**src/rtl/uart_rx.sv**
```systemverilog
// uart_rx: 8N1 serial receiver, LSB first, idle-high line.
// The asynchronous line is synchronised through two flops. Start bits are
// validated at mid-bit using 16x oversampling, each byte is recovered, framing
// errors are flagged and good bytes are counted modulo 512.
//
// Output protocol: rx_valid and frame_err are single-cycle strobes with no
// back-pressure. rx_data is updated on the same edge that raises rx_valid and
// then holds until the next good byte, so a consumer may sample it in the
// rx_valid cycle or at any later time before the next rx_valid.
module uart_rx #(
  parameter int CLK_FREQ   = 100_000_000,
  parameter int BAUD       = 9600,
  parameter int OVERSAMPLE = 16
) (
  input  logic       system_clock,
  input  logic       rst_n,
  input  logic       rx,
  input  logic       clr_count,
  output logic [7:0] rx_data,
  output logic       rx_valid,
  output logic       frame_err,
  output logic       busy,
  output logic [8:0] byte_count,
  output logic [2:0] state_dbg
);

  // Clocks per oversampling tick. OVERSAMPLE must stay at 16, because the
  // mid-bit compare values below (7 and 15) assume a 4-bit tick counter.
  localparam int TICK_DIV = CLK_FREQ / (BAUD * OVERSAMPLE);
  localparam int TW       = (TICK_DIV > 1) ? $clog2(TICK_DIV) : 1;
  localparam logic [TW-1:0] TICK_LAST = TW'(TICK_DIV - 1);

  typedef enum logic [2:0] {
    IDLE      = 3'd0,
    START     = 3'd1,
    DATA      = 3'd2,
    STOP      = 3'd3,
    WAIT_IDLE = 3'd4
  } state_t;

  state_t          state;
  state_t          state_next;
  logic            rx_m;
  logic            rx_s;
  logic [TW-1:0]   tick_cnt;
  logic            tick;
  logic [3:0]      s_cnt;
  logic [2:0]      b_cnt;
  logic [7:0]      shift;

  // Strobes decoded by the FSM and consumed by the datapath.
  logic            start_det;
  logic            s_clr;
  logic            b_clr;
  logic            shift_en;
  logic            good;
  logic            bad;

  assign busy      = (state != IDLE);
  assign state_dbg = state;
  assign tick      = (tick_cnt == TICK_LAST);

  // Two-stage synchroniser. Both stages reset to the idle (high) line level.
  always_ff @(posedge system_clock or negedge rst_n) begin
    if (!rst_n) begin
      rx_m <= 1'b1;
      rx_s <= 1'b1;
    end else begin
      rx_m <= rx;
      rx_s <= rx_m;
    end
  end

  // Tick divider. Restarted on start detection so that ticks line up with the edge.
  always_ff @(posedge system_clock or negedge rst_n) begin
    if (!rst_n) begin
      tick_cnt <= '0;
    end else if (start_det || tick) begin
      tick_cnt <= '0;
    end else begin
      tick_cnt <= tick_cnt + TW'(1);
    end
  end

  // FSM state register.
  always_ff @(posedge system_clock or negedge rst_n) begin
    if (!rst_n) begin
      state <= IDLE;
    end else begin
      state <= state_next;
    end
  end

  // Next-state logic and datapath strobes.
  always_comb begin
    state_next = state;
    start_det  = 1'b0;
    s_clr      = 1'b0;
    b_clr      = 1'b0;
    shift_en   = 1'b0;
    good       = 1'b0;
    bad        = 1'b0;
    case (state)
      IDLE: begin
        if (!rx_s) begin
          state_next = START;
          start_det  = 1'b1;
          s_clr      = 1'b1;
        end
      end
      START: begin
        if (tick && (s_cnt == 4'd7)) begin
          if (!rx_s) begin
            state_next = DATA;
            s_clr      = 1'b1;
            b_clr      = 1'b1;
          end else begin
            state_next = IDLE;
          end
        end
      end
      DATA: begin
        if (tick && (s_cnt == 4'd15)) begin
          shift_en = 1'b1;
          if (b_cnt == 3'd7) begin
            state_next = STOP;
          end
        end
      end
      STOP: begin
        if (tick && (s_cnt == 4'd15)) begin
          if (rx_s) begin
            good       = 1'b1;
            state_next = IDLE;
          end else begin
            bad        = 1'b1;
            state_next = WAIT_IDLE;
          end
        end
      end
      WAIT_IDLE: begin
        if (rx_s) begin
          state_next = IDLE;
        end
      end
      default: state_next = IDLE;
    endcase
  end

  // Tick-within-bit counter and data-bit counter. s_cnt wraps from 15 to 0
  // naturally, which spaces successive samples exactly one bit apart.
  always_ff @(posedge system_clock or negedge rst_n) begin
    if (!rst_n) begin
      s_cnt <= 4'd0;
      b_cnt <= 3'd0;
    end else begin
      if (s_clr) begin
        s_cnt <= 4'd0;
      end else if (tick) begin
        s_cnt <= s_cnt + 4'd1;
      end
      if (b_clr) begin
        b_cnt <= 3'd0;
      end else if (shift_en) begin
        b_cnt <= b_cnt + 3'd1;
      end
    end
  end

  // Right-shifting receive register. The first (LSB) bit ends up in bit 0.
  always_ff @(posedge system_clock or negedge rst_n) begin
    if (!rst_n) begin
      shift <= 8'h00;
    end else if (shift_en) begin
      shift <= {rx_s, shift[7:1]};
    end
  end

  // Result registers: data, strobes and good-byte counter (a clear beats an increment).
  always_ff @(posedge system_clock or negedge rst_n) begin
    if (!rst_n) begin
      rx_data    <= 8'h00;
      rx_valid   <= 1'b0;
      frame_err  <= 1'b0;
      byte_count <= 9'd0;
    end else begin
      rx_valid  <= good;
      frame_err <= bad;
      if (good) begin
        rx_data <= shift;
      end
      if (clr_count) begin
        byte_count <= 9'd0;
      end else if (good) begin
        byte_count <= byte_count + 9'd1;
      end
    end
  end

endmodule

```
**config.mk**
```make
export PLATFORM = sky130hd
export DESIGN_NAME = uart_rx
export DESIGN_NICKNAME = d
export VERILOG_FILES = /design/src/rtl/uart_rx.sv
export SDC_FILE = /design/constraint.sdc
export NUM_CORES = 1
export LEC_CHECK = 0
export CAP_MARGIN = 10
export CORE_ASPECT_RATIO = 2
export CORE_UTILIZATION = 55
export DETAILED_ROUTE_END_ITERATION = 8
export GPL_ROUTABILITY_DRIVEN = 0
export MAX_ROUTING_LAYER = met4
export PLACE_DENSITY = 0.78
export SLEW_MARGIN = 40
export SYNTH_ARGS = -nofsm -noshare
export SYNTH_HDL_FRONTEND = slang
export SYNTH_SLANG_ARGS = --single-unit
```
**constraint.sdc**
```tcl
create_clock -name system_clock -period 2.7 [get_ports system_clock]
set_clock_uncertainty 0.15 [all_clocks]
set_input_delay 0.54 -clock system_clock [delete_from_list [all_inputs] [get_ports system_clock]]
set_output_delay 0.54 -clock system_clock [all_outputs]
set_load 0.1 [all_outputs]
```
==> results of run 1 <==
-- through the flow --
step	hold WS [ns]	power (mW)
final	0.04951	1.278
after global routing	0.07984	1.316
after CTS	0.06546	1.289
after detailed placement	0.1968	0.7804
after global placement	0.1967	0.7805
after floorplan	0.09441	0.7573
-- cell usage in the layout, fill, tap and decap left out, types with 4 or more instances in the layout --
| cell | instances |
|---|---|
| a21oi_1 | 9 |
| buf_4 | 25 |
| clkbuf_8 | 5 |
| dfrtp_1 | 47 |
| ha_1 | 6 |
| inv_1 | 9 |
| mux2_2 | 16 |
| nand2_1 | 11 |
| nand3_1 | 9 |
| nor2_1 | 18 |
| nor2b_1 | 5 |
| nor3_1 | 6 |
| o21ai_0 | 4 |
| o31ai_1 | 7 |
| or4_1 | 9 |
| xnor2_1 | 6 |
-- synth_stat cells (all sizes together) --
cell type and number:
o41ai 3, xnor2 6, a21oi 9, a211oi 1, nor4b 1, clkbuf 5, and4b 2, nor2 18
a41oi 1, or4 9, o31ai 7, o2bb2ai 1, nand3b 2, nand4 3, a2bb2oi 1, a31oi 1
inv 9, nor4 3, o21ai 5, mux2i 3, nor3 8, or2 1, dfstp 2, nand3 10
and3 2, buf 2, and3b 1, or3 3, nand2b 2, xor2 3, o311ai 1, dfrtp 47
ha 6, or4b 1, nand2 11, and4 2, nor2b 5, mux2 16
-- cell type report --
cell class	instances	area, sq um
fill	320	1350
sequential	49	1229
multi-input combinational	148	1070
timing repair buffer	29	232.7
clock buffer	6	72.57
tap	52	65.06
clock inverter	2	35.03
inverter	9	33.78
-- flip-flops by register name, indices dropped and copies added, names as in the netlist --
register and flops:
rx_data 8, byte_count 9, b_cnt 3, rx_valid 1, rx_s 1, state_dbg 3, tick_cnt 10, shift 8
frame_err 1, rx_m 1, s_cnt 4
-- worst max-delay path by stage --
stage / start / to
floorplan: state_dbg[1]$_DFFE_PN0P_ / tick_cnt[2]$_DFF_PN0_
global placement: tick_cnt[0]$_DFF_PN0_ / shift[0]$_DFFE_PN0P_
detailed placement: tick_cnt[5]$_DFF_PN0_ / shift[4]$_DFFE_PN0P_
CTS: tick_cnt[5]$_DFF_PN0_ / shift[4]$_DFFE_PN0P_
global route: tick_cnt[0]$_DFF_PN0_ / shift[6]$_DFFE_PN0P_
finish: tick_cnt[5]$_DFF_PN0_ / shift[4]$_DFFE_PN0P_
-- per-layer routing --
layer  wire length, um  vias up
met2              2435       32
met4               113        0
met1              1730      854
met5                 0        -
li1                  -      833
met3               119        8
-- power groups by stage --
| stage | logic, mW | clock network, mW | registers [mW] |
|---|---|---|---|
| after floorplan | 0.00648 | 0 | 0.751 |
| after global placement | 0.0276 | 0 | 0.753 |
| after detailed placement | 0.0275 | 0 | 0.753 |
| after CTS | 0.0275 | 0.523 | 0.738 |
| after global routing | 0.0305 | 0.546 | 0.739 |
| final | 0.0263 | 0.514 | 0.738 |
-- kinds of logic (layout without fill, tap and decap cells) --
kind of cell,Yosys count,count (layout),synth area share
multiplexers,19,19,0.08908
buffers and inverters,16,46,0.02598
XOR/XNOR,9,9,0.03341
adder cells (fa/ha/maj),6,6,0.03181
AO/OA/AOI/OAI,30,30,0.08378
flip-flops,49,49,0.5207
AND/OR/NAND/NOR,84,84,0.2153
-- worst max-delay path, stage by stage (launching register included) --
cell and delay, ns:
dfrtp_1 0.48, nor4b_4 0.36, nand3_2 0.33, nor3_4 0.55, mux2_2 0.39
==> flow_summary.toml, run 1 <==
[die]
std_cell_rows = 33
initial_core_util = 0.5773
die_w_um = 48.32
die_height_um = 94.63
die_area_sq_um = 4572
core_area_sq_um = 4088
boundaryPins = 27

[logic_synthesis]
synth.area.top_cells = "dfrtp_1, mux2_2, ha_1"
synth_fp_nets = 223
synth_cell_types = 42
synth_warnings = 0
synth_top_area_frac = 0.4984
syn_inst = 213
ys_seq_area_frac = 0.5207
synth_area_per_cell_sq_um = 11.08
synth_top_area_cell = "dfrtp_1"
synth-seq-cells = 49
syn_area_sq_um = 2360

[global_routing]
grt_pass1_wl_mm = 7.659
grtUsageMet2 = 0.4085
grt_use_total = 0.2280
grt_max_degree = 50
grtUsageMet3 = 0.03060
grt_overflow = 0
grt_pass1_vias = 1748
grt_use_met1 = 0.2398
grt_most_used_layer = "met2"
antenna_found_initial = 0

[timing]
worst_pin_slew_ns = 0.6537
drv_slew = 0
max_freq_mhz = 419.3
rsz0062_at_grt = "false"
slew_headroom = 0.5602
setup_viol = 0
setup_slack_ns = 0.3152
fin_tns_setup_ns = 0
finalCriticalPeriod_ns = 2.385
timing.final.crit_share = 0.8832
hold_viol_final = 0

[detailed_routing]
route.detailed.drc = 0
drt_pass1_iterations = 4
ant_nets = 0
routedWlPerCell_um = 14.91
wl_mm = 4.399
viasPerCell = 5.854
drtIter0Drc = 24
via_count = 1727

[layout]
final_cells = 295
diodes = 0
design_area_sq_um = 2738
nets = 252
finalCoreUtilization = 0.6697
syn2layout_area_growth_pct = 16.01
drive_gt1_frac = 0.2346

[critical_path]
worstSetupEndpointType = "flip-flop"
crit_path_start_kind = "flip-flop"
worstSetupPathType = "flip-flop to flip-flop"
required_ns = 2.74
rr_startpoint = "tick_cnt[5]$_DFF_PN0_"
path_max_fanout = 14
crit_arrival_ns = 2.42
rr_endpoint = "shift[4]$_DFFE_PN0P_"
regToRegSetupSlack_ns = 0.32
rr_worst_depth = 4

[clocking]
cts_setup_buffers = 0
worst_skew_pair.late_latency_ns = 0.30
htree_levels = 2
postCtsResizedCells = 0
cts_buffers = 5
cts_max_path_buffers = 2
cts_tree = "yes"
cts.sinks = 49
path_clk_slew_ns = 0.09
root_buffer = "clkbuf_8"
hold_buffers = 0

[power_and_ir_drop]
clockPowerShare = 0.402
switching_share = 0.2039
seqPwrFrac = 0.578
internal_power_mw = 1.018
power_density_nw_per_um2 = 467.0
ir_drop_v = 0.0005142
switchingPower_mw = 0.2606
p_leak_nw = 1.263
power_frac_comb = 0.021

[min_path]
min_path_type = "input pin to async pin"

[placed_design]
port_buffers = 26
placed_cells = 287
dp_hpwl_mm = 3.169
place_area_sq_um = 2630
dp_slack_ns = 0.3414

[run]
max_cap_violations = 0

[status]
status = "finished clean"
Note: power is estimated with default switching activity, not from simulation.
==> inputs of run 2 (changes only) <==
--- a/config.mk
+++ b/config.mk
@@ -6,7 +6,8 @@
 export NUM_CORES = 1
 export LEC_CHECK = 0
 export CAP_MARGIN = 10
-export CORE_ASPECT_RATIO = 2
+export CORE_ASPECT_RATIO = 1.1
+export CORE_MARGIN = 2
 export CORE_UTILIZATION = 55
 export DETAILED_ROUTE_END_ITERATION = 8
 export GPL_ROUTABILITY_DRIVEN = 0
==> run 2 against run 1 <==
Effect of this change:
- total power shrank 2.7%
- non-clock buffer count increased by 2
- critical path depth is 2 lower
- clock power down 6.8%
- sequential power about the same
- fmax increased by 5.5%
- global-route usage shrank 0.22 points
- register-to-register slack improved by 0.13 ns
- largest cell class unchanged
==> flow_summary.toml, run 2 (synthesized netlist as in run 1, its figures left out) <==
[global_routing]
grt_pass1_vias = 1680
antenna_found_initial = 0
grtUsageMet3 = 0.03858
grt_pass1_wl_mm = 8.066
grt_use_met1 = 0.2879
grt_max_degree = 21
grt_overflow = 0
grt_use_total = 0.2258
grtUsageMet2 = 0.3633
grt_most_used_layer = "met2"

[placed_design]
port_buffers = 26
place_area_sq_um = 2645
dp_hpwl_mm = 3.404

[layout]
layout_commonest_cell = "dfrtp_1"
design_area_sq_um = 2750
diodes = 0
largest_reg_flops = 10
drive_gt1_frac = 0.2449
max_flop_register = "tick_cnt"
final_cell_mix = "dfrtp_1, buf_4, nor2_1, mux2_2, nand2_1"
top_regs = "tick_cnt (10), byte_count (9)"
n_fill_cell = 317
nets = 254
syn2layout_area_growth_pct = 16.54

[clocking]
cts_max_path_buffers = 2
cts_setup_buffers = 0
cts_tree = "yes"
cts_buffers = 5
worst_skew_pair.late_latency_ns = 0.30
root_buffer = "clkbuf_8"
cts.sinks = 49
postCtsResizedCells = 0
path_clk_slew_ns = 0.09
htree_levels = 2
hold_buffers = 0

[die]
die_area_sq_um = 4831
die_w_um = 66.46
boundaryPins = 27
std_cell_rows = 24
core_area_sq_um = 4054
die_height_um = 72.70
initial_core_util = 0.5821

[detailed_routing]
viasPerCell = 5.902
ant_nets = 0
drt_pass1_iterations = 4
wl_mm = 4.775
route.detailed.drc = 0
routedWlPerCell_um = 16.08
via_count = 1753
drtIter0Drc = 125

[timing]
max_freq_mhz = 442.4
timing.final.crit_share = 0.8371
hold_viol_final = 0
worst_pin_slew_ns = 0.5813
drv_slew = 0
setup_viol = 0
fin_tns_setup_ns = 0
slew_headroom = 0.6089
rsz0062_at_grt = "false"
finalCriticalPeriod_ns = 2.260

[run]
max_cap_violations = 0

[critical_path]
crit_arrival_ns = 1.57
crit_path_start_kind = "flip-flop"
worstSetupPathType = "flip-flop to output pin"
required_ns = 2.01
worstSetupEndpointType = "output pin"
path_max_fanout = 15

[min_path]
min_path_type = "input pin to async pin"

[power_and_ir_drop]
p_leak_nw = 1.273
ir_drop_v = 0.0004224
power_density_nw_per_um2 = 452.2

[status]
status = "finished clean"
## run 2: cell types whose count changed in the layout (fill, tap and decap cells not counted)
cell | previous run | this run
clkbuf_1 | 1 | 0
clkbuf_8 | 5 | 7
clkinv_2 | 1 | 0
inv_6 | 0 | 1
buf_4 | 25 | 27
bufinv_16 | 1 | 0
## run 2: final cells by class
class | count | area [sq um] | area share
sequential | 49 | 1229 | 0.4468
clock buffer | 7 | 96.34 | 0.03503
timing repair buffer | 31 | 247.7 | 0.09008
clock inverter | 1 | 8.758 | 0.003185
inverter | 9 | 33.78 | 0.01228
tap | 52 | 65.06 | 0.02366
multi-input combinational | 148 | 1070 | 0.3890
## run 2: layer usage
layer	vias up	part of all wire
met4	0	0.024
li1	842	-
met1	867	0.46
met5	-	0
met3	11	0.024
met2	33	0.49
## run 2: worst paths after layout
check | start | end | slack, ns | cells past startpoint
min in group system_clock | rx_m$_DFF_PN1_ | rx_s$_DFF_PN1_ | 0.21 | 0
max in group asynchronous | rst_n | rx_s$_DFF_PN1_ | 1.74 | 2
setup / recovery | state_dbg[0]$_DFFE_PN0P_ | busy | 0.44 | 2
hold / removal | rst_n | byte_count[2]$_DFFE_PN0P_ | 0.01 | 1
setup reg to reg | tick_cnt[4]$_DFF_PN0_ | b_cnt[0]$_DFFE_PN0P_ | 0.45 | 4
hold reg to reg | rx_m$_DFF_PN1_ | rx_s$_DFF_PN1_ | 0.21 | 0
## run 2: critical path, stage by stage, from the launching register on
cell     delay, ns
dfrtp_1       0.56
or3_1         0.50
buf_12        0.20
## run 2: power by group
part	switching, mW	leakage [nW]	internal [mW]	total, mW
Combinational	0.0206	0.556	0.00576	0.0263
Sequential	0.00253	0.663	0.736	0.738
Clock	0.242	0.0549	0.237	0.479
Total	0.265	1.27	0.978	1.24
## run 2: stage by stage
step,worst slack (ns),hold WS (ns),power [mW],instances,util
floorplan,0.05593,0.09441,0.7573,213,-
global placement,0.5648,0.1970,0.7801,289,0.6525
detailed placement,0.5103,0.1995,0.7809,289,0.6525
CTS,0.4489,0.02433,1.254,297,0.6784
global route,0.3427,0.02867,1.295,297,0.6784
finish,0.4398,0.01140,1.244,297,0.6784
==> inputs of run 3 (changes only) <==
==> constraint.sdc (replaced) <==
create_clock -name system_clock -period 2.37 [get_ports system_clock]
set_clock_uncertainty 0.15 [all_clocks]
set_input_delay 0.474 -clock system_clock [delete_from_list [all_inputs] [get_ports system_clock]]
set_output_delay 0.474 -clock system_clock [all_outputs]
set_load 0.1 [all_outputs]
==> run 3 against run 2 <==
Effect of this change:
- register-to-register slack got worse by 0.25 ns
- global-route usage rose by 0.97 points
- clock power rose by 49%
- critical endpoint is now rx_data[6]$_DFFE_PN0P_
- highest routed layer unchanged
==> flow_summary.toml, run 3 (synthesized netlist as in run 1, its figures left out) <==
[die]
die_height_um = 72.70
core_area_sq_um = 4054
initial_core_util = 0.5821
die_area_sq_um = 4831
die_w_um = 66.46
boundaryPins = 27
std_cell_rows = 24

[clocking]
cts_setup_buffers = 0
cts_tree = "yes"
htree_levels = 2
path_clk_slew_ns = 0.09
postCtsResizedCells = 0
root_buffer = "clkbuf_8"
cts_buffers = 5
cts.sinks = 49
hold_buffers = 1
worst_skew_pair.late_latency_ns = 0.30
cts_max_path_buffers = 2

[status]
status = "finished clean"

[layout]
diodes = 0
drive_gt1_frac = 0.2738
multiInputGateArea_sq_um = 1075
syn2layout_area_growth_pct = 21.63
layout_commonest_cell = "dfrtp_1"
nets = 261
seq_area_sq_um = 1231
max_flop_register = "tick_cnt"
final_cell_mix = "dfrtp_1, buf_4, nor2_1, mux2_2, nand2_1"
n_fill_cell = 305
largest_reg_flops = 10
top_regs = "tick_cnt (10), byte_count (9)"

[timing]
worst_pin_slew_ns = 0.7057
whs_ns = 0.2092
max_freq_mhz = 461.3
drv_slew = 0
rsz0062_at_grt = "false"
setup_viol = 0
fin_tns_setup_ns = 0
setup_slack_ns = 0.2022
slew_headroom = 0.5264
hold_viol_final = 0
timing.final.crit_share = 0.9147
finalCriticalPeriod_ns = 2.168

[detailed_routing]
drtIter0Drc = 179
route.detailed.drc = 0
drt_pass1_iterations = 4
wl_mm = 4.722
routedWlPerCell_um = 15.53
viasPerCell = 5.849
via_count = 1778
ant_nets = 0

[critical_path]
required_ns = 2.41
rr_startpoint = "tick_cnt[0]$_DFF_PN0_"
worstSetupEndpointType = "flip-flop"
regToRegSetupSlack_ns = 0.20
crit_path_start_kind = "flip-flop"
worstSetupPathType = "flip-flop to flip-flop"
crit_arrival_ns = 2.21
path_max_fanout = 8
slowest_stage = "nor3_4"
rr_worst_depth = 6
critPathMaxStageDelay_ns = 0.45
cp_cell_sequence = "inv_1, ha_1, and3b_1, nand3_2, nor3_4, mux2_2"
rr_endpoint = "rx_data[6]$_DFFE_PN0P_"

[min_path]
min_path_cells = 0
min_path_type = "flip-flop to flip-flop"
holdPathEnd = "rx_s$_DFF_PN1_"
worstHoldStart = "rx_m$_DFF_PN1_"

[power_and_ir_drop]
ir_drop_v = 0.0005266
power_density_nw_per_um2 = 553.4
p_leak_nw = 1.331

[placed_design]
port_buffers = 26
dp_slack_ns = 0.2056
dp_hpwl_mm = 3.361

[run]
max_cap_violations = 0

[global_routing]
grt_overflow = 0
grt_use_total = 0.2356
grt_pass1_vias = 1787
antenna_found_initial = 0
grt_pass1_wl_mm = 8.528
grt_max_degree = 29
==> run 3: cell count changes in the layout (fill, tap and decap cells not counted) <==
cell / delta
dfrtp_1: -2
dfrtp_2: +2
clkbuf_8: -2
buf_4: +4
bufinv_16: +2
or3_4: +1
or3_1: -1
dlygate4sd3_1: +1
buf_12: +2
==> run 3: layer usage <==
metal | track usage | vias up | part of all wire
li1 | - | 863 | -
met1 | 0.3309 | 861 | 0.47
met2 | 0.3500 | 48 | 0.47
met3 | 0.05401 | 6 | 0.043
met4 | 0.05896 | 0 | 0.012
met5 | - | - | 0
==> run 3: where the power goes <==
part / switching (mW) / total [mW] / internal [mW]
clock network: 0.288 / 0.713 / 0.425
logic: 0.0230 / 0.0339 / 0.0109
registers: 0.00310 / 0.842 / 0.838
==> run 3: final cells by class <==
class / instances / area share
well taps: 52 / 0.02267
clock buffers: 5 / 0.02398
repair buffers: 38 / 0.1142
flip-flops and latches: 49 / 0.4289
inverters: 9 / 0.01177
multi-input cells: 148 / 0.3745
clock inverters: 3 / 0.02398
==> run 3: worst max-delay path by stage <==
| stage | from | to | slack (ns) | cells past startpoint |
|---|---|---|---|---|
| final | tick_cnt[0]$_DFF_PN0_ | rx_data[6]$_DFFE_PN0P_ | 0.20 | 6 |
| after global routing | tick_cnt[0]$_DFF_PN0_ | rx_data[6]$_DFFE_PN0P_ | 0.04 | 6 |
| after CTS | tick_cnt[0]$_DFF_PN0_ | rx_data[6]$_DFFE_PN0P_ | 0.19 | 6 |
| after detailed placement | tick_cnt[0]$_DFF_PN0_ | rx_data[6]$_DFFE_PN0P_ | 0.21 | 6 |
| after global placement | tick_cnt[0]$_DFF_PN0_ | rx_data[3]$_DFFE_PN0P_ | 0.25 | 6 |
| after floorplan | state_dbg[0]$_DFFE_PN0P_ | rx_data[0]$_DFFE_PN0P_ | 0.04 | 3 |
==> run 3: critical path: cells and delay by family (launching register included) <==
kind / cells / cell delay [ns]
adder cells (fa/ha/maj): 1 / 0.18
flip-flops: 1 / 0.44
AND/OR/NAND/NOR: 3 / 0.81
buffers and inverters: 1 / 0.09
multiplexers: 1 / 0.39
==> run 3: per-stage QoR <==
step | instance area [sq um] | util | instances | power [mW]
finish | 2870 | 0.7080 | 304 | 1.588
global route | 2870 | 0.7080 | 304 | 1.652
CTS | 2870 | 0.7080 | 304 | 1.600
detailed placement | 2723 | 0.6716 | 295 | 0.8919
global placement | 2723 | 0.6716 | 295 | 0.8919
floorplan | 2367 | - | 213 | 0.8627
